[src/rtl/chip_order.sv]
// chip_order: sequences a colour-chip order (red, then green, then blue) through a handshaking dispenser.
// Ports:
//   clk, reset          rising-edge clock, synchronous active-high reset
//   go                  one-cycle order request, accepted only when idle
//   red/green/blue_count  chips per colour, sampled with go
//   complete            dispenser done flag (cleared by the dispenser on any dispense change)
//   start               dispenser enable
//   dispense            colour code 00 red, 01 green, 10 blue, 11 idle
//   busy, done          order in progress / one-cycle end-of-order pulse
//   error               order ended by timeout, held until the next accepted go
//   chips_left          remaining red+green+blue chips
// Optional: define CHIP_ORDER_TIMEOUT_EN to bound each dispenser wait by TIMEOUT_CYCLES.
module chip_order #(
  parameter int TIMEOUT_CYCLES = 75000000
) (
  input  logic       clk,
  input  logic       reset,
  input  logic       go,
  input  logic [3:0] red_count,
  input  logic [3:0] green_count,
  input  logic [3:0] blue_count,
  input  logic       complete,
  output logic       start,
  output logic [1:0] dispense,
  output logic       busy,
  output logic       done,
  output logic       error,
  output logic [5:0] chips_left
);
  typedef enum logic [2:0] {IDLE, SELECT, ISSUE, WAIT_CLR, WAIT_DONE, RELEASE, FINISH} state_t;
  if (TIMEOUT_CYCLES < 2 || TIMEOUT_CYCLES > 134217728) begin : g_bad_timeout
    $error("TIMEOUT_CYCLES must fit the 27-bit timeout counter");
  end
  state_t state_q, state_d;
  logic [3:0] red_q, red_d, grn_q, grn_d, blu_q, blu_d;
  logic [1:0] sel_q, sel_d;
  logic       tmo_hit;
  always_comb begin
    state_d = state_q;
    red_d = red_q;
    grn_d = grn_q;
    blu_d = blu_q;
    sel_d = sel_q;
    case (state_q)
      IDLE: if (go) begin
        red_d = red_count;
        grn_d = green_count;
        blu_d = blue_count;
        state_d = SELECT;
      end
      SELECT: begin
        sel_d = red_q != 4'd0 ? 2'b00 : grn_q != 4'd0 ? 2'b01 : 2'b10;
        state_d = (red_q | grn_q | blu_q) == 4'd0 ? FINISH : ISSUE;
      end
      ISSUE: state_d = WAIT_CLR;
      WAIT_CLR: state_d = !complete ? WAIT_DONE : tmo_hit ? FINISH : WAIT_CLR;
      WAIT_DONE: if (complete) begin
        red_d = (sel_q == 2'b00 && red_q != 4'd0) ? red_q - 4'd1 : red_q;
        grn_d = (sel_q == 2'b01 && grn_q != 4'd0) ? grn_q - 4'd1 : grn_q;
        blu_d = (sel_q == 2'b10 && blu_q != 4'd0) ? blu_q - 4'd1 : blu_q;
        state_d = RELEASE;
      end else if (tmo_hit) begin
        state_d = FINISH;
      end
      RELEASE: state_d = SELECT;
      FINISH: state_d = IDLE;
      default: state_d = IDLE;
    endcase
  end
  always_ff @(posedge clk) begin
    if (reset) begin
      state_q <= IDLE;
      red_q <= '0;
      grn_q <= '0;
      blu_q <= '0;
      sel_q <= 2'b11;
    end else begin
      state_q <= state_d;
      red_q <= red_d;
      grn_q <= grn_d;
      blu_q <= blu_d;
      sel_q <= sel_d;
    end
  end
`ifdef CHIP_ORDER_TIMEOUT_EN
  logic [26:0] tmo_q, tmo_d;
  logic        err_q, err_d;
  logic        waiting;
  assign waiting = state_q inside {WAIT_CLR, WAIT_DONE};
  assign tmo_hit = waiting && tmo_q == 27'(TIMEOUT_CYCLES - 1);
  // counter restarts on every entry into a wait state
  always_comb begin
    tmo_d = (waiting && state_d == state_q) ? tmo_q + 27'd1 : 27'd0;
    err_d = (state_q == IDLE && go) ? 1'b0 : (tmo_hit && state_d == FINISH) ? 1'b1 : err_q;
  end
  always_ff @(posedge clk) begin
    if (reset) begin
      tmo_q <= '0;
      err_q <= 1'b0;
    end else begin
      tmo_q <= tmo_d;
      err_q <= err_d;
    end
  end
  assign error = err_q;
`else
  assign tmo_hit = 1'b0;
  assign error = 1'b0;
`endif
  // dispense drops to 11 in RELEASE so a repeat colour is still seen as a code change
  assign start = state_q inside {ISSUE, WAIT_CLR, WAIT_DONE, RELEASE};
  assign dispense = state_q inside {ISSUE, WAIT_CLR, WAIT_DONE} ? sel_q : 2'b11;
  assign busy = state_q != IDLE && state_q != FINISH;
  assign done = state_q == FINISH;
  assign chips_left = {2'b00, red_q} + {2'b00, grn_q} + {2'b00, blu_q};
endmodule

[config.mk]
export PLATFORM = sky130hd
export DESIGN_NAME = chip_order
export DESIGN_NICKNAME = d
export VERILOG_FILES = /design/src/rtl/chip_order.sv
export SDC_FILE = /design/constraint.sdc
export NUM_CORES = 1
export LEC_CHECK = 0
export CORE_MARGIN = 2
export CORE_UTILIZATION = 25
export CTS_CLUSTER_DIAMETER = 60
export CTS_CLUSTER_SIZE = 28
export DETAILED_ROUTE_END_ITERATION = 7
export MAX_ROUTING_LAYER = met4
export SLEW_MARGIN = 40
export SYNTH_ARGS = -nofsm -noshare
export SYNTH_HDL_FRONTEND = slang
export SYNTH_SLANG_ARGS = --single-unit
[constraint.sdc]
create_clock -name clk -period 2.55 [get_ports clk]
set_input_delay 0.255 -clock clk [delete_from_list [all_inputs] [get_ports clk]]
set_output_delay 0.255 -clock clk [all_outputs]
set_load 0.05 [all_outputs]
-- Yosys cells after proc, flatten, opt, wreduce, memory -nomap -nowiden
Cells that the tools add are included.
- flip-flop bits (word level): 17
- output and inout port bits: 12
- reduce and logical (&&, ||, !) cells: 18
- bitwise operators: 2
- mux-type cells: 20
- add/sub/neg operators: 5
- equal/unequal tests: 14
- operator list (operator ; number):
    $mux 4 ; 9
    $pmux 4 s2 ; 3
    $pmux 3 s6 ; 1
    $reduce_bool 4->1 ; 4
    $mux 3 ; 4
    $reduce_and 4->1 ; 3
    $sub 4x1->4 const B ; 3
    $ne 2x2->1 const B ; 5
    $eq 3x3->1 const B ; 3
    $or 4x4->4 ; 2
    $add 5x4->6 ; 1
    $eq 3x2->1 const B ; 2
    $mux 2 ; 3
    $reduce_bool 3->1 ; 2
    $add 4x4->5 ; 1
    $logic_and 1x1->1 ; 4
    $logic_not 4->1 ; 1
    $eq 3x1->1 const B ; 1
    $logic_not 3->1 ; 1
    $ne 3x3->1 const B ; 1
    $eq 2x1->1 const B ; 1
    $eq 2x2->1 const B ; 1
    $logic_not 2->1 ; 1
    $reduce_and 2->1 ; 1
    $reduce_bool 2->1 ; 1

-- Logic depth before layout (Yosys ltp)
Gate-level depths: netlist of run 1.
- depth in word-level cells: 5
- depth in mapped cells: 9
- gate-level depth less buffers: 9

-- Worst setup path after synthesis of run 1
OpenSTA, ideal clock, no wires.
- path kind: flip-flop to output port
- start: reg red_q[0]
- end: out chips_left[3]
- buffers on the path: 0
- setup slack: 0.020 ns
- stages on the path, launching flop included: 8
- arrival time: 2.275 ns
- cell sequence: dfxtp_1 inv_1 fa_1 inv_1 ha_1 inv_1 fa_1 xnor2_1
- cells in the longest elaborated chain, start to end: 2
- RTL lines (element ; RTL line ; source):
    start, declared ; 35 ; logic [3:0] red_q, red_d, grn_q, grn_d, blu_q, blu_d;
    start signal, assigned ; 79 ; red_q <= red_d;
    $add 4x4->5 ; 115 ; assign chips_left = {2'b00, red_q} + {2'b00, grn_q} + {2'b00, blu_q};
    $add 5x4->6 ; 115 ;
    end, declared ; 28 ; output logic [5:0] chips_left
No other way between the ends.

-- Worst setup path after layout of run 1
- start: reg red_q[3]
- end: out chips_left[4]
Same word-level chain as after synthesis.

==> results.toml, run 1 <==
[yosys]
ys_top_cells_by_count = "inv_1, dfxtp_1, a21oi_1, ha_1, nand2_1"
synth_nets = 202
yosysMostFrequentCell = "inv_1"
synth_flop_cell = "dfxtp_1"
synth_area_sq_um = 1430
synth_cell_types = 51
synth_edf_count = 0
yosysSeqAreaShare_pct = 23.8
yosysTopAreaCell = "dfxtp_1"
syn_area_per_cell_sq_um = 8.36
yosys-top-cells-area = "dfxtp_1, ha_1, fa_1, inv_1, a21oi_1"
synth_seq_cells = 17
synth-async-reset-ratio_pct = 0
synth_top_area_share_pct = 23.8
netlist_instances = 171
yosys_warnings = 0

[cells_and_area]
stdcell_area_sq_um = 1820
area_delta_synth_final_pct = 27.2
drive_gt1_share_pct = 20.7
fillerInstances = 581
final_nets = 225
antenna_cells = 0

[sta]
finClkSkew_ns = 0.00214
setup_tns_ns = 0
rsz0062_at_grt = "false"
period_minus_slack_ns = 2.44
slew_violations = 0
fin_crit_sh_pct = 95.8
max_clock_freq_ghz = 0.409
hold_viol = 0
setup_viol = 0
tightest_slew_ns = 0.712
slew-limit-headroom_pct = 52.4

[placement]
io_buffer_count = 26
place_hpwl_mm = 2.60
place_area_sq_um = 1760
place_congestion = 0.897

[detailed_routing]
drt_iter0_markers = 44
vias = 1266
avgRoutedWirePerCell_microns = 12.8
via_per_inst = 4.78
first_pass_iters = 4
drc = 0
finalWirelength_mm = 3.40
antenna_left = 0

[clock_network]
clk_latency_ns = 0.25
clk_pin_slew_ns = 0.07
cts_max_level = 1
clock_path_buffers = 2
cts_hold_buf = 0
cts_sinks = 17
cts_tree = "done"
root_buffer = "clkbuf_8"
cts_setup_buffers = 0
numCtsBuffers = 3

[setup_path]
path_delay_family = "adder cells"
worstPathRequired_ns = 2.30
cp-end-kind = "primary output"
cp_max_fo = 4
critPathLaunch = "red_q[3]"
start_kind = "flip-flop"
regToRegSetupSlack_ns = 0.61
crit_end = "chips_left[4]"
worstReg2RegStart = "state_q[2]"
path_depth = 7
rr_endpoint = "grn_q[3]"
max_stage_delay_ns = 0.53
critical_path.cell_chain = "inv_2 -> fa_1 -> inv_1 -> ha_1 -> a21oi_2 -> xor2_1 -> buf_12"
critical_path_class = "reg2out"
slowest_stage = "fa_1"
crit_buf_inv = 3
cp.arrival_ns = 2.19
worst-r2r-cell-count = 5

[status]
outcome = "finished, final reports clean"

[floorplanning]
dieArea_sq_um = 6340
ioPinCount = 28
fp.dieW_microns = 79.6
start_util_pct = 25.9
die_y_microns = 79.6
core_sq_um = 5510
rows = 27

[pwr]
power.density_nw_per_um2 = 690
vdd_drop_max_mv = 0.194
leakagePower_nw = 0.674

[worst_hold_path]
hold_path_class = "reg2reg"

[grt]
antenna_found_initial = 0
grt_max_degree = 19
grt_overflow = 0
gr-usage-all-layers_pct = 11.9
grt_pass1_vias = 1247
grt_pass1_wl_mm = 5.89

[flow_run]
max_cap_violations = 0
per-stage QoR:
stage / setup WS, ns / total power, mW / utilization, % / hold slack (ns) / instances
after floorplan: 0.0205 / 0.830 / - / 0.458 / 171
after global placement: 0.313 / 1.05 / 31.9 / 0.506 / 261
after detailed placement: 0.289 / 1.05 / 31.9 / 0.513 / 261
after CTS: 0.00841 / 1.26 / 32.8 / 0.523 / 265
after global routing: 0.0185 / 1.34 / 33.0 / 0.540 / 265
final: 0.106 / 1.25 / 33.0 / 0.519 / 265
tightest hold or removal path, delay by kind of cell (launching register included):
kind | cells | cell delay, ns
compound gates | 2 | 0.13
flops | 1 | 0.36
registers in the layout, indices dropped and copies added (netlist names):
name,flops
red_q,4
grn_q,4
blu_q,4
state_q,3
sel_q,2
cells in the final DEF, fill, tap and decap left out, types with 2 or more instances in the layout:
master            n
o2111ai_1         2
a211o_1           3
a21o_1            3
or2_2             3
nor3_1            5
inv_2             4
nand3_1           4
a211oi_1          6
fa_1              4
dfxtp_2           4
nor2_2            4
nand2b_1          2
nand2_1          10
nor3b_1           4
a21oi_1          10
o21ai_0           8
nor2_1            6
clkbuf_8          3
inv_1            16
a21oi_2           3
ha_1             10
clkdlybuf4s50_1  19
buf_12            4
xor2_1            2
buf_4             5
a2111oi_2         2
o211ai_1          3
o31ai_1           4
o21a_1            2
mux2_2            2
dfxtp_1          13
what timing repair did:
| action | in CTS | in global routing |
|---|---|---|
| endpoints found under the hold margin | 0 | 0 |
| setup endpoints to repair | 0 | 3 |
| gates resized for setup | 0 | 11 |
how the worst min path moves through the flow:
stage,slack (ns),start,endpoint,cells after the start
after floorplan,0.46,go,state_q[0],2
after global placement,0.51,grn_q[3],grn_q[3],2
after detailed placement,0.51,grn_q[3],grn_q[3],2
after CTS,0.52,grn_q[3],grn_q[3],2
after global routing,0.54,grn_q[2],grn_q[2],2
final,0.52,grn_q[2],grn_q[2],2
cell type report:
| cell class | instances | area, sq um | share of cell area [%] |
|---|---|---|---|
| tap | 72 | 90.1 | 4.96 |
| multi-input combinational | 124 | 955 | 52.5 |
| sequential | 17 | 345 | 19.0 |
| inverter | 20 | 75.1 | 4.13 |
| clock buffer | 4 | 45.0 | 2.48 |
| timing repair buffer | 28 | 308 | 16.9 |
cells by family after synthesis:
| family | synth area share (%) |
|---|---|
| XOR/XNOR | 1.84 |
| flip-flops | 23.8 |
| other | 0.262 |
| AND/OR/NAND/NOR | 20.8 |
| multiplexers | 1.58 |
| buffers and inverters | 9.98 |
| AO/OA/AOI/OAI | 25.9 |
| adder cells (fa/ha/maj) | 15.8 |
report_power, final:
group	switching (mW)	total (mW)	internal [mW]	leakage (nW)
combinational	0.407	0.683	0.277	0.510
sequential	0.0571	0.363	0.306	0.141
clock	0.0978	0.209	0.111	0.0228
total	0.562	1.25	0.693	0.674
routing by layer:
layer	up-vias	share of wire, %	GRT usage [%]
met4	0	1.5	4.14
met5	-	0	-
li1	650	-	-
met1	590	47	15.4
met3	4	3.7	1.47
met2	22	48	19.1
No activity file was read; power rests on OpenSTA's default activity.
==> run 2: changes to the inputs <==
CORE_ASPECT_RATIO = 0.9   (was not set)
HOLD_SLACK_MARGIN = 0.03   (was not set)
==> run 2 against run 1 <==
Net effect: utilization fell by 0.35 points; via count rose by 0.71%; non-clock buffer count did not move; power rose by 0.16%; fmax fell by 1.6%; combinational power barely moved; largest power group unchanged; highest routed layer unchanged.
==> results.toml, run 2 (synthesis gave the netlist of run 1 again) <==
[floorplanning]
start_util_pct = 25.5
fp.dieW_microns = 83.7
die_y_microns = 75.7
ioPinCount = 28
core_sq_um = 5600
rows = 26
dieArea_sq_um = 6340

[clock_network]
postCtsResizedCells = 0
cts_hold_buf = 0
clk_latency_ns = 0.25
numCtsBuffers = 3
cts_max_level = 1
cts_setup_buffers = 0
cts_sinks = 17
cts_tree = "done"
root_buffer = "clkbuf_8"
clock_path_buffers = 2
clk_pin_slew_ns = 0.07

[detailed_routing]
antenna_left = 0
first_pass_iters = 4
drt_iter0_markers = 64
avgRoutedWirePerCell_microns = 13.0
drc = 0
finalWirelength_mm = 3.43
via_per_inst = 4.85
vias = 1275

[cells_and_area]
drive_gt1_share_pct = 21.2
antenna_cells = 0
mostFrequentLayoutCells = "clkdlybuf4s50_1, inv_1, dfxtp_1"
seqCellArea_sq_um = 348
top_regs = "blu_q x4, grn_q x4, red_q x4"
area_delta_synth_final_pct = 27.9
fillerInstances = 605
multi_input_area_sq_um = 960
stdcell_area_sq_um = 1830
final_nets = 225
final_common_cell = "clkdlybuf4s50_1"
layoutNonFillerInstCount = 263

[sta]
finClkSkew_ns = 0.00155
slew_violations = 0
max_clock_freq_ghz = 0.403
setup_viol = 0
hold_viol = 0
fin_crit_sh_pct = 97.4
period_minus_slack_ns = 2.48
tightest_slew_ns = 0.750
slew-limit-headroom_pct = 49.8

[placement]
place_hpwl_mm = 2.68
io_buffer_count = 26
place_congestion = 0.848
place_area_sq_um = 1760
placed_cells = 259

[setup_path]
cp-end-kind = "primary output"
critical_path_class = "reg2out"
start_kind = "flip-flop"
cp.arrival_ns = 2.23
regToRegSetupSlack_ns = 0.54
worstPathRequired_ns = 2.30
cp_max_fo = 4

[worst_hold_path]
hold_path_class = "reg2reg"

[grt]
grt_pass1_vias = 1201
antenna_found_initial = 0
gr-usage-all-layers_pct = 11.2
grt_pass1_wl_mm = 5.54
grt_max_degree = 18
grt_overflow = 0

[pwr]
vdd_drop_max_mv = 0.215
power.density_nw_per_um2 = 688
leakagePower_nw = 0.679

[status]
outcome = "finished, final reports clean"

[flow_run]
max_cap_violations = 0
-- run 2: power by group --
part	total (mW)	internal, mW	switching, mW
sequential	0.362	0.307	0.0550
clock	0.209	0.111	0.0983
combinational	0.686	0.277	0.409
-- run 2: path summary, 6_finish.rpt --
path | startpoint | endpoint | depth (start not counted)
min | blu_q[2] | blu_q[2] | 2
max | red_q[3] | chips_left[4] | 7
min reg2reg | blu_q[2] | blu_q[2] | 2
max reg2reg | state_q[2] | grn_q[0] | 3
-- run 2: critical path, cell delays in order, from the launching register on --
cell	delay, ns
dfxtp_1	0.35
inv_1	0.12
fa_1	0.55
inv_1	0.04
ha_1	0.33
a21oi_2	0.20
xor2_2	0.22
buf_12	0.17
-- run 2: cell type report --
| type | instances | share of cell area (%) |
|---|---|---|
| Clock buffer | 4 | 2.46 |
| Inverter | 20 | 4.11 |
| Multi-Input combinational cell | 124 | 52.5 |
| Sequential cell | 17 | 19.0 |
| Tap cell | 70 | 4.79 |
| Timing Repair Buffer | 28 | 17.1 |
-- run 2: per-layer routing --
metal | wire (microns) | GRT usage, % | vias up
met5 | 0 | - | -
met2 | 1550 | 17.8 | 38
met4 | 78 | 5.02 | 0
met3 | 169 | 1.19 | 7
li1 | - | - | 646
met1 | 1630 | 14.6 | 584
-- run 2: metrics by stage --
stage | hold WS, ns | total power, mW | TNS (ns) | util [%] | setup WS (ns)
global placement | 0.507 | 1.05 | 0 | 31.4 | 0.305
global route | 0.542 | 1.33 | -0.0248 | 32.7 | -0.0248
floorplan | 0.458 | 0.830 | 0 | - | 0.0205
detailed placement | 0.516 | 1.05 | 0 | 31.4 | 0.302
finish | 0.520 | 1.26 | 0 | 32.7 | 0.0665
CTS | 0.528 | 1.26 | 0 | 32.2 | 0.0232
